File: src/rtl/acc_cpu_param.sv
// Parametrised accumulator core: ALU, accumulator, carry/zero flags and a
// 2**ADDR_W-word data memory, sequenced by a start/busy/done FSM.
//
// state    | meaning
// ---------+------------------------------------------------------
// S_IDLE   | waiting for start_i; instruction fields captured here
// S_DECODE | fields latched, busy asserted
// S_EXEC   | ALU result, flags and memory write committed at end
// S_DONE   | done_o pulse, result visible
module acc_cpu_param #(
  parameter int DATA_W = 4,
  parameter int ADDR_W = 4
) (
  input  logic              clk_i,
  input  logic              rst_i,
  input  logic              start_i,
  input  logic [3:0]        opcode_i,
  input  logic [DATA_W-1:0] operand_i,
  input  logic [ADDR_W-1:0] addr_i,
  output logic              busy_o,
  output logic              done_o,
  output logic              err_o,
  output logic [DATA_W-1:0] acc_out_o,
  output logic              flag_c_o,
  output logic              flag_z_o
);

  localparam int DEPTH = 2 ** ADDR_W;

  typedef enum logic [1:0] {S_IDLE, S_DECODE, S_EXEC, S_DONE} state_t;

  state_t            state_q, state_d;
  logic [3:0]        op_q;
  logic [DATA_W-1:0] opnd_q;
  logic [ADDR_W-1:0] addr_q;
  logic [DATA_W-1:0] acc_q, acc_d;
  logic              c_q, c_d;
  logic              z_q, z_d;
  logic              err_q, err_d;
  logic              mem_we;
  logic              wr_acc;
  logic [DATA_W-1:0] mem_rd;
  logic [DATA_W-1:0] mem_q [DEPTH];

  always_comb begin
    state_d = state_q;
    case (state_q)
      S_IDLE:   if (start_i) state_d = S_DECODE;
      S_DECODE: state_d = S_EXEC;
      S_EXEC:   state_d = S_DONE;
      S_DONE:   state_d = S_IDLE;
      default:  state_d = S_IDLE;
    endcase
  end

  always_comb begin
    acc_d  = acc_q;
    c_d    = c_q;
    z_d    = z_q;
    err_d  = err_q;
    mem_we = 1'b0;
    wr_acc = 1'b0;
    mem_rd = mem_q[addr_q];
    if (state_q == S_EXEC) begin
      // Carry and borrow both fall out of the extra top bit of a DATA_W+1 op.
      case (op_q)
        4'h0: begin {c_d, acc_d} = {1'b0, acc_q} + {1'b0, opnd_q}; wr_acc = 1'b1; end
        4'h1: begin {c_d, acc_d} = {1'b0, acc_q} - {1'b0, opnd_q}; wr_acc = 1'b1; end
        4'h2: mem_we = 1'b1;
        4'h3: begin acc_d = mem_rd;           wr_acc = 1'b1; end
        4'h4: begin acc_d = opnd_q;           wr_acc = 1'b1; end
        4'h5: begin acc_d = acc_q & opnd_q;   wr_acc = 1'b1; end
        4'h6: begin acc_d = acc_q | opnd_q;   wr_acc = 1'b1; end
        4'h7: begin acc_d = acc_q ^ opnd_q;   wr_acc = 1'b1; end
        4'h8: begin acc_d = ~acc_q;           wr_acc = 1'b1; end
        4'h9: begin
          acc_d  = {acc_q[DATA_W-2:0], 1'b0};
          c_d    = acc_q[DATA_W-1];
          wr_acc = 1'b1;
        end
        4'hA: begin
          acc_d  = {1'b0, acc_q[DATA_W-1:1]};
          c_d    = acc_q[0];
          wr_acc = 1'b1;
        end
        4'hB: begin {c_d, acc_d} = {1'b0, acc_q} + {1'b0, mem_rd}; wr_acc = 1'b1; end
        4'hC: begin {c_d, acc_d} = {1'b0, acc_q} - {1'b0, mem_rd}; wr_acc = 1'b1; end
        4'hD: ;
        default: err_d = 1'b1;
      endcase
      if (wr_acc) z_d = (acc_d == '0);
    end
  end

  always_ff @(posedge clk_i) begin
    if (rst_i) begin
      state_q <= S_IDLE;
      op_q    <= '0;
      opnd_q  <= '0;
      addr_q  <= '0;
      acc_q   <= '0;
      c_q     <= 1'b0;
      z_q     <= 1'b0;
      err_q   <= 1'b0;
      for (int i = 0; i < DEPTH; i++) mem_q[i] <= '0;
    end else begin
      state_q <= state_d;
      if (state_q == S_IDLE && start_i) begin
        op_q   <= opcode_i;
        opnd_q <= operand_i;
        addr_q <= addr_i;
      end
      acc_q <= acc_d;
      c_q   <= c_d;
      z_q   <= z_d;
      err_q <= err_d;
      if (mem_we) mem_q[addr_q] <= acc_q;
    end
  end

  assign busy_o    = (state_q != S_IDLE);
  assign done_o    = (state_q == S_DONE);
  assign err_o     = err_q;
  assign acc_out_o = acc_q;
  assign flag_c_o  = c_q;
  assign flag_z_o  = z_q;

endmodule
File: config.mk
export PLATFORM = sky130hd
export DESIGN_NAME = acc_cpu_param
export DESIGN_NICKNAME = d
export VERILOG_FILES = /design/src/rtl/acc_cpu_param.sv
export SDC_FILE = /design/constraint.sdc
export NUM_CORES = 1
export LEC_CHECK = 0
export BUFFER_PORTS_ARGS = -buffer_cell sky130_fd_sc_hd__buf_2
export CORE_UTILIZATION = 60
export DETAILED_ROUTE_END_ITERATION = 6
export PLACE_DENSITY = 0.86
export SYNTH_ARGS = -nofsm -noshare
export SYNTH_HDL_FRONTEND = slang
export SYNTH_SLANG_ARGS = --single-unit
File: constraint.sdc
create_clock -name clk_i -period 3.7 [get_ports clk_i]
set_clock_uncertainty 0.1 [all_clocks]
set_input_delay 0.555 -clock clk_i [delete_from_list [all_inputs] [get_ports clk_i]]
set_output_delay 0.555 -clock clk_i [all_outputs]
set_load 0.005 [all_outputs]
==> results.cfg <==
[die]
die_y_um = 95.66
io_pins = 24
start_util = 0.6310
die_w_um = 95.66
fp-row-count = 33
core_area_mm2 = 0.008341
die_area_mm2 = 0.009150

[sta]
setup_tns_ps = 0
rsz0062_at_grt = false
tightest_slew_ps = 904.7
finalHoldViolCount = 0
post-route-period-util = 0.9231
finalMaxSlewViolations = 0
fmax_mhz = 292.8
setup_viol = 0
layout_min_cycle_time_ps = 3415
slew_headroom = 0.3960

[synth]
synthFlopType = edfxtp_1
synth_cells = 495
synth_compound_gate_area_share = 0.1146
yosysSeqAreaShare = 0.4603
synth_top_family_by_area = simple AND/OR/NAND/NOR gates
synth_seq_cells = 89
synth-edff-count = 64
yosys-mux-area-fraction = 0.09653
synthAdderAreaFrac = 0.07228
netlist_area_mm2 = 0.005263
synth_nets = 538
ys_types = 68
yosysWarningCount = 0
synthSimpleGateAreaFrac = 0.1885
async_reset_ff_frac = 0
synth_xor_area_frac = 0.01165
syn_area_per_cell_um2 = 10.63

[clocking]
hold_buffers = 0
postCtsSetupRepairBufs = 0
cts_root_buffer = clkbuf_8
clk_pin_slew_ps = 90
ctsResizeCount = 0
clock_path_buffers = 2
clk_latency_ps = 350
numCtsBuffers = 9
cts_tree = built
htree_levels = 3
clock_sinks = 89

[setup_path]
rrSetupSlack_ps = 280
path_common_cell = o31a_1
crit_buf_inv = 1
rr_worst_depth = 11
r2r-end = acc_out_o[3]
critPathArrivalTime_ps = 3560
cp-start-kind = flip-flop
cpMaxStageDelayCell = mux4_1
slowest_delay_ps = 530
worstPathRequired_ps = 3850
crit_chain = buf_4, mux4_1, mux2_2, o21ai_0, ha_1, nor3b_1, nor3_1, xnor2_1, o31a_1, o211ai_1, o31a_1
crit_family = multiplexers
end_kind = flip-flop
crit_type = flip-flop to flip-flop
crit_fanout = 7

[place]
placed_cells = 597
place.gp.congestion = 1.009
portBuffers = 23
dp_hpwl_um = 9642

[final_layout]
fin_cells = 613
most-common-layout-cells = 64 x edfxtp_1, 52 x nor3_1, 38 x nand2_1
final_common_cell = edfxtp_1
fillers = 602
n_antenna_cell = 0
drive_above_1_share = 0.1693
area_growth_pct = 7.299
fin_nets = 546
finalCoreUtilization = 0.6770

[pwr]
peakVddDrop_v = 0.0003658
cellLeakagePower_nw = 1.955
p_per_area_mw_per_mm2 = 529.5
power_mw = 2.990

[worst_hold_path]
hold_path_depth = 3
min_from = opcode_i[0]
hold_path.class = input pin to flip-flop
hold_path_end = op_q[0]

[route]
vias = 4221
dr.pass1.iters = 7
drc = 0
wl_um = 13440
vias_per_cell = 6.886
final_antenna_net_count = 0
routedWlPerCell_um = 21.93
drt-initial-drc-count = 555

[global_routing]
grt_pass1_wl_um = 20820
antenna_found_initial = 0
grt_usage = 0.3141
grt_pass1_vias = 3880
overflow = 0
grt_max_degree = 28

[outcome]
status = finished, final reports clean

[run]
maxCapViolCount = 0
## final cells by class
cell class | count | area (um^2) | share of cell area
clock inverters | 5 | 41.29 | 0.007312
inverters | 23 | 86.33 | 0.01529
well taps | 105 | 131.4 | 0.02327
repair buffers | 45 | 280.3 | 0.04963
flip-flops and latches | 89 | 2425 | 0.4294
clock buffers | 11 | 131.4 | 0.02327
multi-input cells | 335 | 2551 | 0.4518
## registers in the layout, summed over array words and instances, names as in the netlist, named ones only
register,cells
mem_q,64
addr_q,4
opnd_q,4
flag_c_o,1
acc_out_o,4
op_q,4
err_o,1
state_q,2
flag_z_o,1
## worst reg2reg max path, stage by stage, from the launching register on
cell	delay, ps
dfxtp_2	420
buf_4	160
mux4_1	530
mux2_2	300
o21ai_0	220
ha_1	380
nor3b_1	380
nor3_1	120
xnor2_1	180
o31a_1	140
o211ai_1	130
o31a_1	260
## how the worst max path moves through the flow
| stage | endpoint | slack [ps] | cells after the start |
|---|---|---|---|
| 6_report | acc_out_o[3] | 280 | 11 |
| 5_1_grt | flag_z_o | 40 | 12 |
| 4_1_cts | flag_z_o | 140 | 11 |
| 3_5_place_dp | flag_z_o | 170 | 11 |
| 3_3_place_gp | acc_out_o[3] | 280 | 11 |
| 2_1_floorplan | flag_z_o | 280 | 12 |
## layer usage
layer	GRT usage	vias to the layer above	routed length (um)
li1	-	1884	-
met1	0.4274	2023	5157
met2	0.4952	284	6453
met3	0.07895	30	1485
met4	0.1020	0	346
met5	0	-	0
## cells by family (layout without fill, tap and decap cells)
family / count (synthesis) / count (layout)
AND/OR/NAND/NOR: 183 / 183
AO/OA/AOI/OAI: 90 / 90
flip-flops: 89 / 89
buffers and inverters: 71 / 84
adder cells (fa/ha/maj): 28 / 28
multiplexers: 27 / 27
XOR/XNOR: 7 / 7
## stage by stage
stage / hold slack, ps / setup slack, ps / cell area (um^2)
floorplan: 364.7 / 278.6 / 5263
global placement: 354.5 / 279.5 / 5465
detailed placement: 389.6 / 170.3 / 5465
CTS: 331.0 / 136.0 / 5638
global route: 330.8 / 35.61 / 5647
finish: 339.7 / 284.7 / 5647
## synth_stat cells (6+ instances only)
cell type   n  area, um^2
dfxtp_1    25       500.5
nand4_1     6       37.54
nand2b_1   10       62.56
o21ai_0    23       115.1
edfxtp_1   64        1922
nand2_1    38       142.6
clkbuf_1   38       142.6
nor2_1     20       75.07
a21oi_1    24       120.1
mux4_2     12       270.3
inv_1      20       75.07
ha_1       24       300.3
nor4_1     18       112.6
nor3_1     52       260.3
## power by group
| part | switching, mW | total [mW] | leakage [nW] | internal [mW] |
|---|---|---|---|---|
| registers | 0.118 | 1.26 | 0.866 | 1.14 |
| clock network | 0.349 | 0.598 | 0.0801 | 0.250 |
| logic | 0.691 | 1.13 | 1.01 | 0.438 |
Note: power is estimated with default switching activity, not from simulation.
